--- src/rtl/dma_sequencer_pkg.sv ---
`default_nettype none
// ============================================================================
// Module      : dma_sequencer_pkg
// Description : Shared lengths, Am2940 instruction codes, word-count modes and
//               sequencer state encoding for the DMA sequencer.
// Revision    : 1.0 - initial release
// ============================================================================
package dma_sequencer_pkg;

  // Default widths of the Am2940 instruction, control word and data path
  localparam int c_INSTR_LENGTH = 3;
  localparam int c_CTRL_LENGTH  = 3;
  localparam int c_DATA_LENGTH  = 8;

  // Am2940 instruction codes used by the sequencer
  localparam logic [c_INSTR_LENGTH-1:0] c_AM_WR_CTRL   = 3'd0;
  localparam logic [c_INSTR_LENGTH-1:0] c_AM_RD_CTRL   = 3'd1;
  localparam logic [c_INSTR_LENGTH-1:0] c_AM_LD_ADDR   = 3'd5;
  localparam logic [c_INSTR_LENGTH-1:0] c_AM_LD_WC     = 3'd6;
  localparam logic [c_INSTR_LENGTH-1:0] c_AM_ENABLE    = 3'd7;
  // Reading the control register has no side effect, so it doubles as NOP
  localparam logic [c_INSTR_LENGTH-1:0] c_AM_NOP       = c_AM_RD_CTRL;

  // Word-count mode in which the core's word counter is disabled
  localparam logic [1:0] c_MODE_NO_WC = 2'd2;

  // Sequencer states
  typedef enum logic [2:0] {
    S_IDLE    = 3'd0,
    S_WR_CTRL = 3'd1,
    S_LD_ADDR = 3'd2,
    S_LD_WC   = 3'd3,
    S_ARMED   = 3'd4,
    S_XFER    = 3'd5,
    S_FINISH  = 3'd6
  } state_e;

endpackage
`default_nettype wire

--- src/rtl/dma_sequencer_beat_counter.sv ---
`default_nettype none
// ============================================================================
// Module      : beat_counter
// Description : Clear/increment counter of granted transfer beats; wraps
//               modulo 2^DATA_LENGTH. Clear wins over increment.
// Revision    : 1.0 - initial release
// ============================================================================
module beat_counter
  import dma_sequencer_pkg::*;
#(
  parameter int DATA_LENGTH = c_DATA_LENGTH
) (
  input  logic                   clk,
  input  logic                   rst_n,
  input  logic                   clr_i,
  input  logic                   inc_i,
  output logic [DATA_LENGTH-1:0] count_o
);

  logic [DATA_LENGTH-1:0] count_q;
  logic [DATA_LENGTH-1:0] count_d;

  // Next count: clear on a new program, otherwise step on each beat
  always_comb begin
    count_d = count_q;
    if (clr_i) begin
      count_d = '0;
    end else if (inc_i) begin
      count_d = count_q + DATA_LENGTH'(1);
    end
  end

  // Count register
  always_ff @(posedge clk or negedge rst_n) begin
    if (!rst_n) begin
      count_q <= '0;
    end else begin
      count_q <= count_d;
    end
  end

  assign count_o = count_q;

endmodule
`default_nettype wire

--- src/rtl/dma_sequencer.sv ---
`default_nettype none
// ============================================================================
// Module      : dma_sequencer
// Description : Programs an Am2940 DMA address generator (control word,
//               address, word count), then grants single-cycle transfer
//               beats until the core reports DONE or the program is aborted.
//               All outputs are registered from the next-state decode.
// Revision    : 1.0 - initial release
// ============================================================================
module dma_sequencer
  import dma_sequencer_pkg::*;
#(
  parameter int INSTR_LENGTH = c_INSTR_LENGTH,
  parameter int CTRL_LENGTH  = c_CTRL_LENGTH,
  parameter int DATA_LENGTH  = c_DATA_LENGTH
) (
  input  logic                    clk,
  input  logic                    rst_n,
  input  logic                    start,
  input  logic [CTRL_LENGTH-1:0]  cfg_ctrl,
  input  logic [DATA_LENGTH-1:0]  cfg_addr,
  input  logic [DATA_LENGTH-1:0]  cfg_count,
  input  logic                    xfer_req,
  input  logic                    am_done,
  input  logic                    abort,
  output logic [INSTR_LENGTH-1:0] instr_out,
  output logic [DATA_LENGTH-1:0]  data_out,
  output logic                    data_oe,
  output logic                    busy,
  output logic                    done,
  output logic                    aborted,
  output logic                    xfer_ack,
  output logic [DATA_LENGTH-1:0]  xfer_cnt
);

  state_e                  state_q, state_d;
  logic [CTRL_LENGTH-1:0]  ctrl_q, ctrl_d;
  logic [DATA_LENGTH-1:0]  addr_q, addr_d;
  logic [DATA_LENGTH-1:0]  count_q, count_d;

  logic [INSTR_LENGTH-1:0] instr_q, instr_d;
  logic [DATA_LENGTH-1:0]  data_q, data_d;
  logic                    data_oe_q, data_oe_d;
  logic                    busy_q, busy_d;
  logic                    done_q, done_d;
  logic                    aborted_q, aborted_d;
  logic                    ack_q, ack_d;

  logic                    w_no_wc;
  logic                    w_cnt_clr;
  logic                    w_cnt_inc;

  // Word counter disabled: the program only ends by abort
  assign w_no_wc = (ctrl_q[1:0] == c_MODE_NO_WC);

  // Next state, configuration latch and counter controls
  always_comb begin
    state_d   = state_q;
    ctrl_d    = ctrl_q;
    addr_d    = addr_q;
    count_d   = count_q;
    w_cnt_clr = 1'b0;
    unique case (state_q)
      S_IDLE: begin
        if (start) begin
          state_d   = S_WR_CTRL;
          ctrl_d    = cfg_ctrl;
          addr_d    = cfg_addr;
          count_d   = cfg_count;
          w_cnt_clr = 1'b1;
        end
      end
      S_WR_CTRL: state_d = S_LD_ADDR;
      S_LD_ADDR: state_d = w_no_wc ? S_ARMED : S_LD_WC;
      S_LD_WC:   state_d = S_ARMED;
      S_ARMED: begin
        // DONE outranks a beat request; a pending request gets no ack
        if (am_done && !w_no_wc) begin
          state_d = S_FINISH;
        end else if (xfer_req) begin
          state_d = S_XFER;
        end
      end
      S_XFER:    state_d = S_ARMED;
      S_FINISH:  state_d = S_IDLE;
      default:   state_d = S_IDLE;
    endcase
    // Abort outranks everything once a program is running
    if (abort && (state_q != S_IDLE)) begin
      state_d = S_IDLE;
    end
  end

  assign w_cnt_inc = (state_d == S_XFER);

  // Output decode from the state about to be entered, so outputs are registered
  always_comb begin
    instr_d   = INSTR_LENGTH'(c_AM_NOP);
    data_d    = '0;
    data_oe_d = 1'b0;
    unique case (state_d)
      S_WR_CTRL: begin
        instr_d   = INSTR_LENGTH'(c_AM_WR_CTRL);
        data_d    = DATA_LENGTH'(ctrl_d);
        data_oe_d = 1'b1;
      end
      S_LD_ADDR: begin
        instr_d   = INSTR_LENGTH'(c_AM_LD_ADDR);
        data_d    = addr_d;
        data_oe_d = 1'b1;
      end
      S_LD_WC: begin
        instr_d   = INSTR_LENGTH'(c_AM_LD_WC);
        data_d    = count_d;
        data_oe_d = 1'b1;
      end
      S_XFER: instr_d = INSTR_LENGTH'(c_AM_ENABLE);
      default: ;
    endcase
    busy_d    = (state_d != S_IDLE);
    done_d    = (state_d == S_FINISH);
    aborted_d = abort && (state_q != S_IDLE);
    ack_d     = (state_d == S_XFER);
  end

  // State, configuration and output registers
  always_ff @(posedge clk or negedge rst_n) begin
    if (!rst_n) begin
      state_q   <= S_IDLE;
      ctrl_q    <= '0;
      addr_q    <= '0;
      count_q   <= '0;
      instr_q   <= INSTR_LENGTH'(c_AM_NOP);
      data_q    <= '0;
      data_oe_q <= 1'b0;
      busy_q    <= 1'b0;
      done_q    <= 1'b0;
      aborted_q <= 1'b0;
      ack_q     <= 1'b0;
    end else begin
      state_q   <= state_d;
      ctrl_q    <= ctrl_d;
      addr_q    <= addr_d;
      count_q   <= count_d;
      instr_q   <= instr_d;
      data_q    <= data_d;
      data_oe_q <= data_oe_d;
      busy_q    <= busy_d;
      done_q    <= done_d;
      aborted_q <= aborted_d;
      ack_q     <= ack_d;
    end
  end

  beat_counter #(
    .DATA_LENGTH (DATA_LENGTH)
  ) u_beat_counter (
    .clk     (clk),
    .rst_n   (rst_n),
    .clr_i   (w_cnt_clr),
    .inc_i   (w_cnt_inc),
    .count_o (xfer_cnt)
  );

  assign instr_out = instr_q;
  assign data_out  = data_q;
  assign data_oe   = data_oe_q;
  assign busy      = busy_q;
  assign done      = done_q;
  assign aborted   = aborted_q;
  assign xfer_ack  = ack_q;

endmodule
`default_nettype wire

--- config.mk ---
export PLATFORM = sky130hd
export DESIGN_NAME = dma_sequencer
export DESIGN_NICKNAME = d
export VERILOG_FILES = /design/src/rtl/dma_sequencer_pkg.sv /design/src/rtl/dma_sequencer_beat_counter.sv /design/src/rtl/dma_sequencer.sv
export SDC_FILE = /design/constraint.sdc
export NUM_CORES = 1
export LEC_CHECK = 0
export CAP_MARGIN = 20
export CORE_MARGIN = 2
export CORE_UTILIZATION = 45
export CTS_BUF_LIST = sky130_fd_sc_hd__clkbuf_4 sky130_fd_sc_hd__clkbuf_8
export CTS_CLUSTER_SIZE = 10
export DETAILED_ROUTE_END_ITERATION = 10
export PLACE_DENSITY = 0.84
export RECOVER_POWER = 25
export SETUP_SLACK_MARGIN = 0.2
export SLEW_MARGIN = 15
export SYNTH_ARGS = -nofsm -noshare
export SYNTH_HDL_FRONTEND = slang
export SYNTH_HIERARCHICAL = 1
export SYNTH_SLANG_ARGS = --single-unit
--- constraint.sdc ---
create_clock -name clk -period 2.5 [get_ports clk]
set_clock_uncertainty 0.2 [all_clocks]
set_input_delay 0.375 -clock clk [delete_from_list [all_inputs] [get_ports clk]]
set_output_delay 0.375 -clock clk [all_outputs]
set_load 0.01 [all_outputs]
==> run_results.csv <==
group,metric,value,unit
status,status,"complete, no violations",
layout,final_nets,252,
floorplan,core_region_area,4060,µm²
floorplan,floorplan_die_area,4840,µm²
synth,yosys.area.top_type,"dfrtp_1",
synth,mappedNetlistArea,1930,µm²
power,p_leak,1.16,nW
cts,clock_insertion_delay_worst_skew,0.29,ns
routing,antenna_left,0,
synth,synth-warning-count,6,
power,seq_power_share,43.0,%
routing,via_count,1425,
place,dp_cells,268,
synth,synthXorXnorAreaFrac,1.81,%
cts,htree_depth,2,
layout,area.growth.synth_to_final,37.7,%
global_route,overflow,0,
routing,drt-total-wl,3850,µm
routing,post-route-drc-count,0,
cts,cts_num_sinks,45,
layout,n_antenna_cell,0,
floorplan,start_util,47.6,%
layout,proportion_of_layout_cells_with_a_drive_suffix_above_1,17.6,%
sta,final-hold-violation-count,0,
layout,utilization,65.6,%
synth,post_synth_fa_ha_maj_area_fraction,0.647,%
floorplan,die_y,69.5,µm
power,power_density,1000,nW/µm²
power,netSwitchingPower,0.876,mW
setup_path,worst-endpoint-required,2.52,ns
synth,synth.lib_cells_used.distinct,37,
place,gp_congestion,0.764,
synth,synth_top_family_by_area,"simple AND/OR/NAND/NOR gates",
global_route,pin_count_of_the_biggest_net_entering_global_routing,23,
cts,clkSlewWorstSetupHoldPaths,0.08,ns
hold_path,worst_hold_path_type,"in -> async",
power,cell_internal_pwr,1.79,mW
job,timing.max_cap.violations,0,
cts,tritoncts,"yes",
power,power.combinational.fraction,39.9,%
global_route,via_count_of_the_first_global_routing_pass,1477,
cts,cts_setup_buffers,0,
global_route,grt_first_pass_wirelength,6640,µm
global_route,grt_antenna_before_repair,0,
synth,most_used_standard_cells_in_the_synthesized_netlist,"dfrtp_1 (44), nand2b_1 (11), nor2_1 (11)",
setup_path,r2r-start,"state_q[2]$_DFF_PN0_",
power,clkPwrFrac,17.1,%
sta,unrepaired_setup_endpoints_after_global_routing,"true",
cts,cts-root-to-sink-buffers,2,
synth,synth_compound_area_share,8.74,%
setup_path,worstPathArrival,2.25,ns
layout,stdcell_count,277,
synth,mappedNetlistNets,189,
synth,post-synth-top-count-cell,"dfrtp_1",
global_route,grt_util_all_layers,17.3,%
place,hpwl,2760,µm
setup_path,worstSetupStartpointType,"flip-flop",
sta,setup_viol,0,
routing,wire_length_per_cell,13.9,µm
sta,setup_ws,0.269,ns
synth,synth_top_flop_cell,"dfrtp_1",
synth,syn-mean-instance-area,11.9,µm²
setup_path,cp_max_fo,8,
synth,yosys-top-cells-area,"dfrtp_1 (57%), mux2i_1 (3.6%), nand2b_1 (3.6%), mux2_2 (2.9%), o21ai_1 (2.3%)",
setup_path,crit_start,"state_q[2]$_DFF_PN0_",
cts,cts_buffers,5,
synth,sequential_cell_area_fraction_in_the_yosys_report,58.3,%
power,worst_ir_drop_vdd,0.462,mV
sta,fmaxAchievable,448,MHz
sta,max_slew_margin,39.6,%
sta,worst-slew-pin-transition,0.907,ns
synth,post_synth_and_or_nand_nor_area_fraction,15.0,%
place,dp_slack,-0.0781,ns
sta,period_share,89.2,%
power,power.share.switching,32.9,%
sta,fin_crit,2.23,ns
synth,fraction_of_post_synthesis_cell_area_in_the_top_cell_type_by_area,57.0,%
place,port_buffers,48,
synth,synth_edf_count,0,
routing,vias_per_cell,5.14,
cts,cts.root.buffer_cell,"clkbuf_8",
routing,detailedRoute.firstPassIterationCount,4,
synth,synthArstFlopShare,100,%
synth,post_synth_mux_area_share,10.6,%
routing,drtIter0Drc,97,
synth,synth.ff_latch_count,45,
setup_path,worstSetupEndpointType,"flip-flop",
sta,setup-tns-final,0,ns
floorplan,ioPinCount,49,
synth,synthCells,163,
floorplan,placement_rows,23,
sta,timing.final.max_slew_violations,0,
setup_path,worstSetupPathType,"reg -> reg",
floorplan,floorplan.die.width,69.5,µm
[sequential cells by signal, indices dropped and copies added (netlist names), 2 cells and up]
register,count
addr_q,8
count_q,8
data_out,8
u_beat_counter/count_o,8
instr_out,3
state_q,3
ctrl_q,2
[worst max-delay path: stages (launching register included)]
cell	delay (ns)
dfrtp_2	0.49
buf_4	0.18
o21ai_0	0.15
a21o_1	0.18
o21ai_2	0.07
nor2_1	0.09
buf_4	0.14
o2111ai_4	0.13
or3_1	0.37
a21oi_1	0.14
[per-layer routing]
| metal | wire length (µm) | GRT usage, % | part of all wire (%) | up-vias |
|---|---|---|---|---|
| met4 | 57 | 5.88 | 1.5 | 0 |
| met1 | 1640 | 21.1 | 42 | 703 |
| li1 | - | - | - | 680 |
| met3 | 219 | 5.23 | 5.7 | 6 |
| met2 | 1940 | 29.3 | 50 | 36 |
| met5 | 0 | 0 | 0 | - |
[area by class of cell]
class                           count  area [µm²]
Tap cell                           50        62.6
Fill cell                         329        1400
Clock buffer                        7        83.8
Sequential cell                    45        1130
Inverter                           10        37.5
Multi-Input combinational cell    101         756
Timing Repair Buffer               63         583
Clock inverter                      1        7.51
[metrics by stage]
| stage | instance area, µm² | hold slack, ns | total power, mW |
|---|---|---|---|
| 3_3_place_gp | 2520 | 0.00969 | 2.14 |
| 5_1_grt | 2660 | 0.312 | 2.86 |
| 4_1_cts | 2620 | 0.230 | 2.64 |
| 3_5_place_dp | 2520 | 0.0127 | 2.17 |
| 6_report | 2660 | 0.285 | 2.66 |
| 2_1_floorplan | 1940 | -0.121 | 1.77 |
[power by group through the flow]
| stage | registers, mW | clock network (mW) | logic [mW] |
|---|---|---|---|
| 2_1_floorplan | 1.14 | 0 | 0.625 |
| 3_3_place_gp | 1.13 | 0 | 1.01 |
| 3_5_place_dp | 1.14 | 0 | 1.03 |
| 4_1_cts | 1.13 | 0.469 | 1.04 |
| 5_1_grt | 1.17 | 0.508 | 1.18 |
| 6_report | 1.14 | 0.455 | 1.06 |
[logic make-up after synthesis]
| group | Yosys count |
|---|---|
| AND/OR/NAND/NOR | 53 |
| flip-flops | 45 |
| AO/OA/AOI/OAI | 25 |
| multiplexers | 18 |
| buffers and inverters | 17 |
| XOR/XNOR | 4 |
| adder cells (fa/ha/maj) | 1 |
[layout by cell type (no fill, tap or decap), drive strengths merged, types with 3 or more instances in the layout]
master,Yosys,layout
clkdlybuf4s50,0,47
dfrtp,44,44
o21ai,13,13
buf,6,12
nor2,11,11
nand2b,11,11
mux2,11,11
inv,10,10
clkbuf,1,10
nand2,9,9
nand3,8,8
mux2i,7,7
a21oi,4,4
or3,4,4
xor2,3,3
nor2b,3,3
[worst paths after layout]
kind,end,slack (ns),cells past startpoint
hold reg to reg,addr_q[4]$_DFF_PN0_,0.29,2
hold / removal,count_q[0]$_DFF_PN0_,0.29,2
setup reg to reg,u_beat_counter/count_o[5]$_DFFE_PN0P_,0.27,9
max in group asynchronous,data_out[3]$_DFF_PN0_,0.67,3
min in group clk,addr_q[4]$_DFF_PN0_,0.29,2
setup / recovery,u_beat_counter/count_o[5]$_DFFE_PN0P_,0.27,9
[what timing repair did]
action	CTS	global route
hold endpoints to repair	37	0
gates resized for setup	1	9
hold buffers	1	0
setup endpoints to repair	2	5
pin swaps	1	3
cloned	0	0
No activity file was read; power rests on OpenSTA's default activity.
==> RTL change, RTL diff (config.mk and constraints unchanged) <==
The package constant `c_CTRL_LENGTH` goes from 3 to 6.
--- a/src/rtl/dma_sequencer_pkg.sv
+++ b/src/rtl/dma_sequencer_pkg.sv
@@ -11,3 +11,3 @@
   localparam int c_INSTR_LENGTH = 3;
-  localparam int c_CTRL_LENGTH  = 3;
+  localparam int c_CTRL_LENGTH  = 6;
   localparam int c_DATA_LENGTH  = 8;
Interface: changed (resized cfg_ctrl); port bits go from 49 to 52. The function was not compared with the original's and may differ.
==> RTL change against the unedited design <==
Synthesized area up 4.1%. Cell area up 2.8%. Register-to-register slack better by 0.08 ns. Routed wire length up 0.70%. Core utilization down 2.3 points. Sequential share of layout area down 1.3 points. Synthesized cell count unchanged. Sequential cell count unchanged. Setup slack better by 0.046 ns. Global-route usage down 0.11 points. Power up 15%. Largest cell class unchanged. Highest routed layer unchanged.
==> RTL change: results (changes against the unedited design) <==
drt_iter0_markers: 55  # was 97
muxShareOfSynthArea_pct: 14.36  # was 10.61%
grtUsageTotal_pct: 17.21  # was 17.33%
critical_path.slowest_cell: "dlygate4sd3_1"  # was dfrtp_2
routed_via_density: 5.134  # was 5.144
dpl.hpwl_mm: 2.823  # was 2.756 mm
place.gp.congestion: 0.7843  # was 0.7644
vdd.ir_drop.worst_v: 0.0005241  # was 0.0004624 V
synth_common_cells: "dfrtp_1 (44), nand2_1 (14), mux2_2 (11), nor2_1 (11), mux2i_1 (9)"  # was dfrtp_1 (44), nand2b_1 (11), nor2_1 (11)
reg2regPathDepth: 7  # was 9
synthAdderAreaFrac_pct: 0.6215  # was 0.6472%
maxSlewHeadroom_pct: 29.49  # was 39.56%
final_nets: 253  # was 252
grt_first_pass_wirelength_mm: 6.734  # was 6.644 mm
setup_ws_ns: 0.3149  # was 0.2694 ns
multi_input_area_um2: 810.8  # was 755.7 um^2
hold_path_class: "reg2reg"  # was in2async
sw_frac_of_total_pct: 33.13  # was 32.90%
ff2ff_setup_slack_ns: 0.35  # was 0.27 ns
status: "complete, no violations"  # unchanged
p_total_w: 0.003057  # was 0.002663 W
crit_start: "abort"  # was state_q[2]
synth_compound_area_share_pct: 10.50  # was 8.738%
synth_fp_nets: 192  # was 189
crit_path_max_incr_delay_ns: 0.60  # was 0.49 ns
drive_gt1_share_pct: 20.44  # was 17.62%
holdWs_ns: 0.2926  # was 0.2851 ns
pre_cts_ws_ns: -0.05957  # was -0.07811 ns
seq_power_share_pct: 37.3  # was 43.0%
postPlaceCellArea_mm2: 0.002586  # was 0.002520 mm^2
leakagePower_nw: 1.218  # was 1.159 nW
RTL change: changes by cell type after synthesis, moves of 3 or more:
cell	delta
mux2_2	+6
nand3_1	-5
mux2_1	-3
nand2_1	+5
nand2b_1	-9
a21boi_0	+4
inv_1	-5
o21ai_1	-3
RTL change: routing by layer:
layer / wire, um / vias up / part of all wire, % / global-route usage [%]
met1: 1703 / 682 / 44 / 22.63
met2: 1915 / 48 / 49 / 28.04
met4: 40 / 0 / 1.0 / 6.080
met3: 220 / 5 / 5.7 / 4.131
li1: - / 687 / - / -
met5: 0 / - / 0 / 0
RTL change: final cells by class:
class,count,share of cell area [%]
Clock buffer,6,3.018
Multi-Input combinational cell,104,29.63
Tap cell,52,2.378
Clock inverter,2,1.372
Inverter,7,1.143
Sequential cell,45,41.24
Timing Repair Buffer,61,21.22
